===== src/rtl/apb_req_arbiter_if.sv =====
// Requester-side, master-command and APB bus-tap signals of the APB request arbiter.
// The master modport is the arbiter's view; slave is the surrounding environment's view.
interface apb_req_arbiter_if #(
  parameter int unsigned NUM_REQ    = 4,
  parameter int unsigned DATA_WIDTH = 32,
  parameter int unsigned ADDR_WIDTH = 32
);
  logic [NUM_REQ-1:0]            req_i;
  logic [NUM_REQ*ADDR_WIDTH-1:0] req_addr_i;
  logic [NUM_REQ*DATA_WIDTH-1:0] req_wdata_i;
  logic [NUM_REQ-1:0]            req_write_i;
  logic [NUM_REQ-1:0]            gnt_o;
  logic [NUM_REQ-1:0]            done_o;
  logic                          err_o;
  logic [DATA_WIDTH-1:0]         rdata_o;
  logic                          busy_o;
  logic                          evnt_trig_o;
  logic [ADDR_WIDTH-1:0]         addr_o;
  logic [DATA_WIDTH-1:0]         data_o;
  logic                          pwrite_o;
  logic                          apb_psel_i;
  logic                          apb_penable_i;
  logic                          apb_pready_i;
  logic [DATA_WIDTH-1:0]         apb_prdata_i;

  modport master (
    input  req_i, req_addr_i, req_wdata_i, req_write_i,
    input  apb_psel_i, apb_penable_i, apb_pready_i, apb_prdata_i,
    output gnt_o, done_o, err_o, rdata_o, busy_o,
    output evnt_trig_o, addr_o, data_o, pwrite_o
  );

  modport slave (
    output req_i, req_addr_i, req_wdata_i, req_write_i,
    output apb_psel_i, apb_penable_i, apb_pready_i, apb_prdata_i,
    input  gnt_o, done_o, err_o, rdata_o, busy_o,
    input  evnt_trig_o, addr_o, data_o, pwrite_o
  );
endinterface


===== src/rtl/apb_req_arbiter.sv =====
// Round-robin scheduler sharing one APB master among NUM_REQ requesters: grants one
// request, triggers the master, watches the bus for completion or timeout, reports back.
module apb_req_arbiter #(
  parameter int unsigned NUM_REQ    = 4,
  parameter int unsigned DATA_WIDTH = 32,
  parameter int unsigned ADDR_WIDTH = 32,
  parameter int unsigned TIMEOUT    = 16
) (
  input  logic              PCLK,
  input  logic              PRESETn,
  apb_req_arbiter_if.master bus
);

  localparam int unsigned IDX_W = (NUM_REQ > 1) ? $clog2(NUM_REQ) : 1;
  localparam int unsigned CNT_W = (TIMEOUT > 0) ? $clog2(TIMEOUT + 1) : 1;
  localparam logic [CNT_W-1:0] CNT_MAX = '1;

  typedef enum logic [1:0] {
    IDLE  = 2'd0,
    ISSUE = 2'd1,
    WAIT  = 2'd2,
    DONE  = 2'd3
  } state_e;

  state_e                  state_q, state_d;
  logic [NUM_REQ-1:0]      gnt_q, gnt_d;
  logic [NUM_REQ-1:0]      done_q, done_d;
  logic                    err_q, err_d;
  logic [DATA_WIDTH-1:0]   rdata_q, rdata_d;
  logic                    busy_q, busy_d;
  logic                    evnt_trig_q, evnt_trig_d;
  logic [ADDR_WIDTH-1:0]   addr_q, addr_d;
  logic [DATA_WIDTH-1:0]   data_q, data_d;
  logic                    pwrite_q, pwrite_d;
  logic [IDX_W-1:0]        sel_q, sel_d;
  logic [IDX_W-1:0]        last_grant_q, last_grant_d;
  logic [CNT_W-1:0]        cnt_q, cnt_d;

  // Next-state and registered-output computation
  always_comb begin
    logic        found;
    int unsigned k;

    state_d      = state_q;
    gnt_d        = gnt_q;
    done_d       = '0;
    err_d        = err_q;
    rdata_d      = rdata_q;
    evnt_trig_d  = 1'b0;
    addr_d       = addr_q;
    data_d       = data_q;
    pwrite_d     = pwrite_q;
    sel_d        = sel_q;
    last_grant_d = last_grant_q;
    cnt_d        = cnt_q;
    found        = 1'b0;
    k            = 0;

    unique case (state_q)
      IDLE: begin
        // Search upward from the requester after the last winner, wrapping around
        for (int unsigned i = 1; i <= NUM_REQ; i++) begin
          k = 32'(last_grant_q) + i;
          if (k >= NUM_REQ) k = k - NUM_REQ;
          if (!found && bus.req_i[IDX_W'(k)]) begin
            found = 1'b1;
            sel_d = IDX_W'(k);
          end
        end
        if (found) begin
          state_d        = ISSUE;
          gnt_d          = '0;
          gnt_d[sel_d]   = 1'b1;
          addr_d         = ADDR_WIDTH'(bus.req_addr_i >> (32'(sel_d) * ADDR_WIDTH));
          data_d         = DATA_WIDTH'(bus.req_wdata_i >> (32'(sel_d) * DATA_WIDTH));
          pwrite_d       = bus.req_write_i[sel_d];
          evnt_trig_d    = 1'b1;
        end
      end
      ISSUE: begin
        cnt_d   = '0;
        state_d = WAIT;
      end
      WAIT: begin
        // Completion has priority over a timeout reached in the same cycle
        if (bus.apb_psel_i && bus.apb_penable_i && bus.apb_pready_i) begin
          rdata_d       = bus.apb_prdata_i;
          err_d         = 1'b0;
          done_d[sel_q] = 1'b1;
          state_d       = DONE;
        end else begin
          if (cnt_q != CNT_MAX) cnt_d = cnt_q + CNT_W'(1);
          if ((TIMEOUT != 0) && (cnt_d == CNT_W'(TIMEOUT))) begin
            err_d         = 1'b1;
            done_d[sel_q] = 1'b1;
            state_d       = DONE;
          end
        end
      end
      DONE: begin
        last_grant_d = sel_q;
        gnt_d        = '0;
        state_d      = IDLE;
      end
      default: state_d = IDLE;
    endcase

    busy_d = (state_d != IDLE);
  end

  always_ff @(posedge PCLK or negedge PRESETn) begin
    if (!PRESETn) begin
      state_q      <= IDLE;
      gnt_q        <= '0;
      done_q       <= '0;
      err_q        <= 1'b0;
      rdata_q      <= '0;
      busy_q       <= 1'b0;
      evnt_trig_q  <= 1'b0;
      addr_q       <= '0;
      data_q       <= '0;
      pwrite_q     <= 1'b0;
      sel_q        <= '0;
      last_grant_q <= IDX_W'(NUM_REQ - 1);
      cnt_q        <= '0;
    end else begin
      state_q      <= state_d;
      gnt_q        <= gnt_d;
      done_q       <= done_d;
      err_q        <= err_d;
      rdata_q      <= rdata_d;
      busy_q       <= busy_d;
      evnt_trig_q  <= evnt_trig_d;
      addr_q       <= addr_d;
      data_q       <= data_d;
      pwrite_q     <= pwrite_d;
      sel_q        <= sel_d;
      last_grant_q <= last_grant_d;
      cnt_q        <= cnt_d;
    end
  end

  assign bus.gnt_o       = gnt_q;
  assign bus.done_o      = done_q;
  assign bus.err_o       = err_q;
  assign bus.rdata_o     = rdata_q;
  assign bus.busy_o      = busy_q;
  assign bus.evnt_trig_o = evnt_trig_q;
  assign bus.addr_o      = addr_q;
  assign bus.data_o      = data_q;
  assign bus.pwrite_o    = pwrite_q;

endmodule

===== src/flat_wrapper.sv =====
// flat-port wrapper written by rule: the top's interface ports become plain ports
module apb_req_arbiter_flat 
#(
  parameter int unsigned NUM_REQ    = 4,
  parameter int unsigned DATA_WIDTH = 32,
  parameter int unsigned ADDR_WIDTH = 32,
  parameter int unsigned TIMEOUT    = 16
)
  (PCLK, PRESETn, bus_req_i, bus_req_addr_i, bus_req_wdata_i, bus_req_write_i, bus_apb_psel_i, bus_apb_penable_i, bus_apb_pready_i, bus_apb_prdata_i, bus_gnt_o, bus_done_o, bus_err_o, bus_rdata_o, bus_busy_o, bus_evnt_trig_o, bus_addr_o, bus_data_o, bus_pwrite_o);
  apb_req_arbiter_if #(.NUM_REQ(NUM_REQ), .DATA_WIDTH(DATA_WIDTH), .ADDR_WIDTH(ADDR_WIDTH)) bus_i ();
  input  logic PCLK;
  input  logic PRESETn;
  input wire logic [$bits(bus_i.req_i)-1:0] bus_req_i;
  input wire logic [$bits(bus_i.req_addr_i)-1:0] bus_req_addr_i;
  input wire logic [$bits(bus_i.req_wdata_i)-1:0] bus_req_wdata_i;
  input wire logic [$bits(bus_i.req_write_i)-1:0] bus_req_write_i;
  input wire logic [$bits(bus_i.apb_psel_i)-1:0] bus_apb_psel_i;
  input wire logic [$bits(bus_i.apb_penable_i)-1:0] bus_apb_penable_i;
  input wire logic [$bits(bus_i.apb_pready_i)-1:0] bus_apb_pready_i;
  input wire logic [$bits(bus_i.apb_prdata_i)-1:0] bus_apb_prdata_i;
  output wire logic [$bits(bus_i.gnt_o)-1:0] bus_gnt_o;
  output wire logic [$bits(bus_i.done_o)-1:0] bus_done_o;
  output wire logic [$bits(bus_i.err_o)-1:0] bus_err_o;
  output wire logic [$bits(bus_i.rdata_o)-1:0] bus_rdata_o;
  output wire logic [$bits(bus_i.busy_o)-1:0] bus_busy_o;
  output wire logic [$bits(bus_i.evnt_trig_o)-1:0] bus_evnt_trig_o;
  output wire logic [$bits(bus_i.addr_o)-1:0] bus_addr_o;
  output wire logic [$bits(bus_i.data_o)-1:0] bus_data_o;
  output wire logic [$bits(bus_i.pwrite_o)-1:0] bus_pwrite_o;
  assign bus_i.req_i = bus_req_i;
  assign bus_i.req_addr_i = bus_req_addr_i;
  assign bus_i.req_wdata_i = bus_req_wdata_i;
  assign bus_i.req_write_i = bus_req_write_i;
  assign bus_i.apb_psel_i = bus_apb_psel_i;
  assign bus_i.apb_penable_i = bus_apb_penable_i;
  assign bus_i.apb_pready_i = bus_apb_pready_i;
  assign bus_i.apb_prdata_i = bus_apb_prdata_i;
  assign bus_gnt_o = bus_i.gnt_o;
  assign bus_done_o = bus_i.done_o;
  assign bus_err_o = bus_i.err_o;
  assign bus_rdata_o = bus_i.rdata_o;
  assign bus_busy_o = bus_i.busy_o;
  assign bus_evnt_trig_o = bus_i.evnt_trig_o;
  assign bus_addr_o = bus_i.addr_o;
  assign bus_data_o = bus_i.data_o;
  assign bus_pwrite_o = bus_i.pwrite_o;
  apb_req_arbiter #(.NUM_REQ(NUM_REQ), .DATA_WIDTH(DATA_WIDTH), .ADDR_WIDTH(ADDR_WIDTH), .TIMEOUT(TIMEOUT)) u_core (.PCLK(PCLK), .PRESETn(PRESETn), .bus(bus_i));
endmodule

===== config.mk =====
export PLATFORM = sky130hd
export DESIGN_NAME = apb_req_arbiter_flat
export DESIGN_NICKNAME = d
export VERILOG_FILES = /design/src/rtl/apb_req_arbiter_if.sv /design/src/rtl/apb_req_arbiter.sv /design/src/flat_wrapper.sv
export SDC_FILE = /design/constraint.sdc
export NUM_CORES = 1
export LEC_CHECK = 0
export CELL_PAD_IN_SITES_DETAIL_PLACEMENT = 0
export CELL_PAD_IN_SITES_GLOBAL_PLACEMENT = 1
export CORE_ASPECT_RATIO = 1.4
export CORE_MARGIN = 3
export CORE_UTILIZATION = 32
export DETAILED_ROUTE_END_ITERATION = 10
export GPL_ROUTABILITY_DRIVEN = 1
export PLACE_DENSITY_LB_ADDON = 0.1
export SLEW_MARGIN = 10
export SYNTH_ARGS = -nofsm -noshare
export SYNTH_HDL_FRONTEND = slang
export SYNTH_SLANG_ARGS = --single-unit

===== constraint.sdc =====
create_clock -name PCLK -period 3.25 [get_ports PCLK]
set_input_delay 0.975 -clock PCLK [delete_from_list [all_inputs] [get_ports PCLK]]
set_output_delay 0.975 -clock PCLK [all_outputs]
set_load 0.005 [all_outputs]

==> results of run 1 <==
-- logic make-up (layout without fill, tap and decap cells) --
family	count (synthesis)	after routing	synth area share, %
AND/OR/NAND/NOR	453	453	26.3
buffers and inverters	128	585	5.64
flip-flops	119	119	30.0
multiplexers	99	99	10.5
AO/OA/AOI/OAI	239	241	26.8
other	0	5	0
adder cells (fa/ha/maj)	6	6	0.756
-- state kept, by name (all words and copies together), names as in the netlist --
signal / count
u_core.bus.gnt_o: 4
u_core.bus.data_o: 32
u_core.cnt_q: 5
u_core.bus.busy_o: 1
u_core.state_q: 2
u_core.bus.done_o: 4
u_core.last_grant_q: 2
u_core.bus.err_o: 1
u_core.sel_q: 2
u_core.bus.rdata_o: 32
u_core.bus.evnt_trig_o: 1
u_core.bus.pwrite_o: 1
u_core.bus.addr_o: 32
-- cells in the mapped netlist, types with 2 or more instances --
cell type | instances | share of area, %
nand2_1 | 144 | 5.4
nor3b_1 | 132 | 10
and3_1 | 129 | 8.1
dfrtp_1 | 117 | 29
clkbuf_1 | 87 | 3.3
a21oi_1 | 71 | 3.6
mux2i_1 | 66 | 6.6
o211ai_1 | 66 | 5.0
a2111oi_4 | 51 | 14
mux2_2 | 32 | 3.6
buf_2 | 16 | 0.81
a2111oi_0 | 14 | 1.2
nor2_1 | 13 | 0.49
o21ai_0 | 12 | 0.60
inv_1 | 9 | 0.34
buf_1 | 7 | 0.26
buf_6 | 7 | 0.79
nand3_1 | 7 | 0.35
ha_1 | 6 | 0.76
nand2b_1 | 6 | 0.38
o211a_1 | 5 | 0.50
and2_1 | 3 | 0.19
nor2b_1 | 3 | 0.19
o31ai_1 | 3 | 0.23
or2_2 | 3 | 0.19
a22oi_1 | 2 | 0.15
buf_4 | 2 | 0.15
dfstp_2 | 2 | 0.53
nand3b_1 | 2 | 0.15
nand4_1 | 2 | 0.13
nor3_1 | 2 | 0.10
nor4bb_1 | 2 | 0.20
or3_1 | 2 | 0.13
-- cell type report --
type,instances,area [um2]
fillers,2797,13900
multi-input cells,799,6640
repair buffers,544,5700
flip-flops and latches,119,2980
well taps,385,482
clock buffers,17,425
clock inverters,15,169
inverters,9,33.8
diodes,5,12.5
-- cell usage in the layout (no fill, tap or decap), drive strengths merged, types with 4 or more instances in the layout --
| cell type | synthesis | layout |
|---|---|---|
| a2111oi | 65 | 65 |
| a21oi | 71 | 71 |
| and3 | 129 | 129 |
| buf | 32 | 134 |
| clkbuf | 87 | 20 |
| clkdlybuf4s50 | 0 | 403 |
| clkinv | 0 | 6 |
| dfrtp | 117 | 117 |
| diode | 0 | 5 |
| dlymetal6s2s | 0 | 4 |
| ha | 6 | 6 |
| inv | 9 | 13 |
| mux2 | 32 | 32 |
| mux2i | 66 | 66 |
| nand2 | 144 | 144 |
| nand2b | 6 | 6 |
| nand3 | 7 | 7 |
| nor2 | 13 | 13 |
| nor3b | 132 | 132 |
| o211a | 5 | 5 |
| o211ai | 66 | 66 |
| o21ai | 12 | 12 |
| o31ai | 4 | 4 |
-- final timing paths --
kind                                                    startpoint                                end  depth (start not counted)
min in group asynchronous                                  PRESETn        u_core.cnt_q[3]$_DFFE_PN0P_                          1
worst max-delay path            u_core.last_grant_q[0]$_DFFE_PN1P_  u_core.bus.data_o[22]$_DFFE_PN0P_                          9
worst min register to register   u_core.bus.rdata_o[3]$_DFFE_PN0P_  u_core.bus.rdata_o[3]$_DFFE_PN0P_                          1
worst min-delay path             u_core.bus.rdata_o[3]$_DFFE_PN0P_  u_core.bus.rdata_o[3]$_DFFE_PN0P_                          1
max in group asynchronous                                  PRESETn  u_core.bus.addr_o[28]$_DFFE_PN0P_                          2
worst max register to register  u_core.last_grant_q[0]$_DFFE_PN1P_  u_core.bus.data_o[22]$_DFFE_PN0P_                          9
-- metal layers --
layer,wire length (um),share of wire (%)
met2,21500,52
met5,13,0.032
met1,16500,40
met4,740,1.8
met3,2480,6.0
-- power breakdown --
part / internal (mW) / leakage (nW) / switching [mW]
registers: 2.21 / 1.48 / 0.472
clock network: 1.14 / 0.282 / 0.822
logic: 6.13 / 5.02 / 5.36
-- through the flow --
| stage | instances | power [mW] | setup WS [ns] |
|---|---|---|---|
| after floorplan | 1044 | 8.57 | 0.173 |
| final | 1893 | 16.1 | 0.320 |
| after detailed placement | 1835 | 13.5 | -0.589 |
| after CTS | 1870 | 15.7 | -0.0177 |
| after global placement | 1835 | 13.4 | -0.533 |
| after global routing | 1893 | 17.2 | 0.192 |
-- repair_timing --
| item | 4_1_cts | 5_1_grt |
|---|---|---|
| setup buffers | 1 | 15 |
| cloned | 2 | 3 |
| hold buffers | 0 | 0 |
| gates resized for setup | 10 | 36 |
| setup endpoints to repair | 54 | 61 |
| pin swaps | 3 | 8 |
-- worst reg2reg max path: stages (launching register included) --
cell and delay [ns]:
dfstp_4 0.78, inv_2 0.08, buf_4 0.37, a22oi_1 0.41, a211oi_4 0.15, buf_12 0.18
nor3b_1 0.49, mux2i_4 0.16, buf_4 0.17, o211ai_1 0.06
==> qor.txt, run 1 <==
Synthesized area -> 9930 um2
Largest net degree at the start of global routing -> 71
CTS sink cnt -> 119
Clock Tree Root -> clkbuf_16
Final core utilization -> 54.3%
DRT iter0 DRCs -> 513
Drt pass-1 iters -> 4
Pins Over Slew Limit -> 0
Most used routing layer -> met2
Post-route ant nets -> 0
Pwr/cell area -> 981 nW/um2
Die Ht -> 214 um
Critical Path Slowest Stage Cell -> dfstp_4
GR Util met1 -> 28.5%
Grt ovf -> 0
Most used DFF post-synth -> dfrtp_1
GRT Resource Usage Total -> 23.8%
Initial antenna violation count -> 7
Final instance area -> 16400 um2
H-tree lvl count -> 4
CTS tree -> built
Share of cells above drive strength 1 -> 19.0%
Area growth from synthesis to layout -> 65.5%
Crit start category -> flip-flop
Final worst path period share -> 90.2%
Grt met3 use -> 5.23%
Met2 Usage GRT -> 42.7%
Vias -> 10100
Crit Path Max Fanout -> 70
Reg2Reg Setup Slack -> 0.32 ns
Buffers on Ports -> 408
CP delay by family, top -> buffers and inverters
Clock slew at reported path FFs -> 0.07 ns
Hold Slack -> 0.502 ns
Ys async rst share -> 100%
#FFs+latches synth -> 119
Core Footprint -> 30300 um2
Routability cong. -> 0.868
Req. time, crit path -> 3.60 ns
Die outline width -> 155 um
Per-cell routed wire length -> 21.8 um
Clock skew -> 0.0102 ns
Final min period -> 2.93 ns
Num CTS Buffers -> 17
Worst path cell trace -> inv_2 -> buf_4 -> a22oi_1 -> a211oi_4 -> buf_12 -> nor3b_1 -> mux2i_4 -> buf_4 -> o211ai_1
First-pass GRT wire length -> 62600 um
Worst-Margin Slew -> 0.802 ns
Die area -> 33200 um2
Slew HR -> 46.5%
CP endpoint kind -> flip-flop
WP data arrival -> 3.28 ns
Final WL -> 41200 um
Synth Area per Inst -> 9.52 um2
WS Path Type -> reg2reg
Status -> finished clean
Placed Area -> 15400 um2
Maximum clock insertion buffer count -> 2
Count of different cell masters after synthesis -> 52
Cell mode on critical path -> buf_4
Starting density of the core -> 32.8%
Max-Cap Viols -> 0
I/O pin count -> 409
Fmax achieved -> 0.341 GHz
Drt via density -> 5.33
P_leak -> 6.78 nW
CP max stage delay -> 0.78 ns
Vias in the first global route -> 10300
Buf/Inv on CP -> 4
Post-synth EDFFs -> 0
Post-Synthesis Cells -> 1044
Rows -> 75
Post-DP HPWL -> 30100 um
RSZ-0062 raised after global routing -> false
Final Net Count -> 1797
Final Hold Vio Count -> 0
Worst min path class -> reg2reg
VDD IR max -> 0.000528 V
Setup TNS -> 0 ns
Register area share after synthesis -> 30.0%
Syn_nets -> 1351
Synth warnings -> 0
Final setup viols -> 0
Clk_lat worst skew -> 0.43 ns
Drt drc -> 0
Power figures use the tool's default switching activity.
==> run 2: changes to the inputs <==
- ABC_CLOCK_PERIOD_IN_PS: default -> 3250
- CORE_ASPECT_RATIO: 1.4 -> 2
==> run 2 against run 1 <==
- the run now ends with negative setup slack left
- sequential share of layout area is 0.33 points higher
- fmax down 10%
- largest power group unchanged
- die area increased by 0.29%
- worst hold slack about the same
- global-route usage grew 1.1 points
==> qor.txt, run 2 (synthesis results as in run 1) <==
WS Path Type -> in2reg
Hold Slack -> 0.502 ns
Pins Over Slew Limit -> 0
Sw Share -> 41.3%
Multi-input logic area -> 6520 um2
Most frequent cells in the layout -> clkdlybuf4s50_1 (405), nand2_1 (143), nor3b_1 (132)
Max-Cap Viols -> 0
Die area -> 33300 um2
Final setup viols -> 1
Non-Filler Instances -> 1868
Final core utilization -> 53.1%
Slew HR -> 49.2%
Worst-Margin Slew -> 0.758 ns
Req. time, crit path -> 3.55 ns
FILL cells -> 2781
Clock skew -> 0.0119 ns
Per-cell routed wire length -> 22.7 um
I/O pin count -> 409
First-pass GRT wire length -> 63100 um
NetSw -> 6.43 mW
Internal -> 9.14 mW
Clock power share -> 13.3%
Clock slew at reported path FFs -> 0.06 ns
Grt ovf -> 0
Clock Tree Root -> clkbuf_16
Setup TNS -> -0.00794 ns
Largest net degree at the start of global routing -> 69
Post-CTS Hold Buffers -> 0
Core Footprint -> 30400 um2
Most common cell after layout, fill and taps aside -> clkdlybuf4s50_1
Share of cells above drive strength 1 -> 17.5%
Final Hold Vio Count -> 0
Final Net Count -> 1779
CTS sink cnt -> 119
VDD IR max -> 0.000504 V
Crit start category -> primary input
Buffers on Ports -> 408
Logic pwr share -> 69.4%
DRT iter0 DRCs -> 405
H-tree lvl count -> 4
Final WL -> 42400 um
Final min period -> 3.26 ns
Reg power frac -> 17.3%
Status -> finished with violations
Vias -> 10100
RSZ-0062 raised after global routing -> true
Post-route ant nets -> 0
Drt via density -> 5.39
Post-DP HPWL -> 32600 um
Pre-CTS setup slack -> -0.537 ns
Die Ht -> 255 um
Pwr/cell area -> 964 nW/um2
Initial antenna violation count -> 17
Placed Area -> 15400 um2
Post-Place Cells -> 1814
Clk_lat worst skew -> 0.44 ns
Vias in the first global route -> 10500
Design Power -> 15.6 mW
GRT Resource Usage Total -> 24.9%
Worst min path class -> in2async
Drt drc -> 0
Rows -> 90
Crit Path Max Fanout -> 10
WP data arrival -> 3.56 ns
Area growth from synthesis to layout -> 62.5%
Routability cong. -> 0.852
Drt pass-1 iters -> 5
Failing checks -> negative setup slack
CP endpoint kind -> flip-flop
Fmax achieved -> 0.307 GHz
P_leak -> 6.65 nW
Num CTS Buffers -> 17
Die outline width -> 131 um
Final worst path period share -> 100%
Final Worst Setup Slack -> -0.00794 ns
CTS tree -> built
Maximum clock insertion buffer count -> 2
Sequential cell area -> 2980 um2
Starting density of the core -> 32.7%
Final instance area -> 16100 um2
[run 2: layer usage]
layer  track usage (%)  routed length (um)
met1              25.4               14500
met2              47.8               24300
met3              4.85                2210
met4              11.2                1330
met5                 0                  13
[run 2: final timing paths]
kind	from	endpoint	slack (ns)	depth (start not counted)
hold reg to reg	u_core.bus.rdata_o[26]$_DFFE_PN0P_	u_core.bus.rdata_o[26]$_DFFE_PN0P_	0.50	1
setup / recovery	bus_req_i[3]	u_core.bus.data_o[29]$_DFFE_PN0P_	-0.008	9
hold / removal	PRESETn	u_core.cnt_q[3]$_DFFE_PN0P_	0.50	1
max in group asynchronous	PRESETn	u_core.bus.rdata_o[31]$_DFFE_PN0P_	2.05	2
setup reg to reg	u_core.last_grant_q[0]$_DFFE_PN1P_	u_core.bus.data_o[29]$_DFFE_PN0P_	0.42	7
min in group PCLK	u_core.bus.rdata_o[26]$_DFFE_PN0P_	u_core.bus.rdata_o[26]$_DFFE_PN0P_	0.50	1
[run 2: worst max-delay path: stages]
cell and delay (ns):
clkdlybuf4s50_1 0.44, buf_4 0.18, mux4_2 0.45, nand2b_1 0.18, o31a_1 0.15, a22o_4 0.31, buf_4 0.20, a2111oi_0 0.54
o211ai_1 0.14
[run 2: area by class of cell]
| class | count | share of cell area (%) |
|---|---|---|
| multi-input combinational | 797 | 40.4 |
| timing repair buffer | 528 | 34.0 |
| sequential | 119 | 18.5 |
| tap | 368 | 2.85 |
| clock buffer | 17 | 2.63 |
| clock inverter | 14 | 1.24 |
| antenna | 16 | 0.248 |
| inverter | 9 | 0.209 |
[run 2: power groups by stage]
stage | logic [mW] | clock network (mW) | registers (mW)
2_1_floorplan | 5.97 | 0 | 2.61
3_3_place_gp | 10.6 | 0 | 2.70
3_5_place_dp | 10.7 | 0 | 2.70
4_1_cts | 10.7 | 2.13 | 2.70
5_1_grt | 11.6 | 2.18 | 2.78
6_report | 10.8 | 2.08 | 2.69
[run 2: timing repair]
item,in CTS,in global routing
setup buffers,0,7
resized for setup,2,17
pin swaps,0,1
endpoints found under the setup margin,2,49
gates cloned,0,0
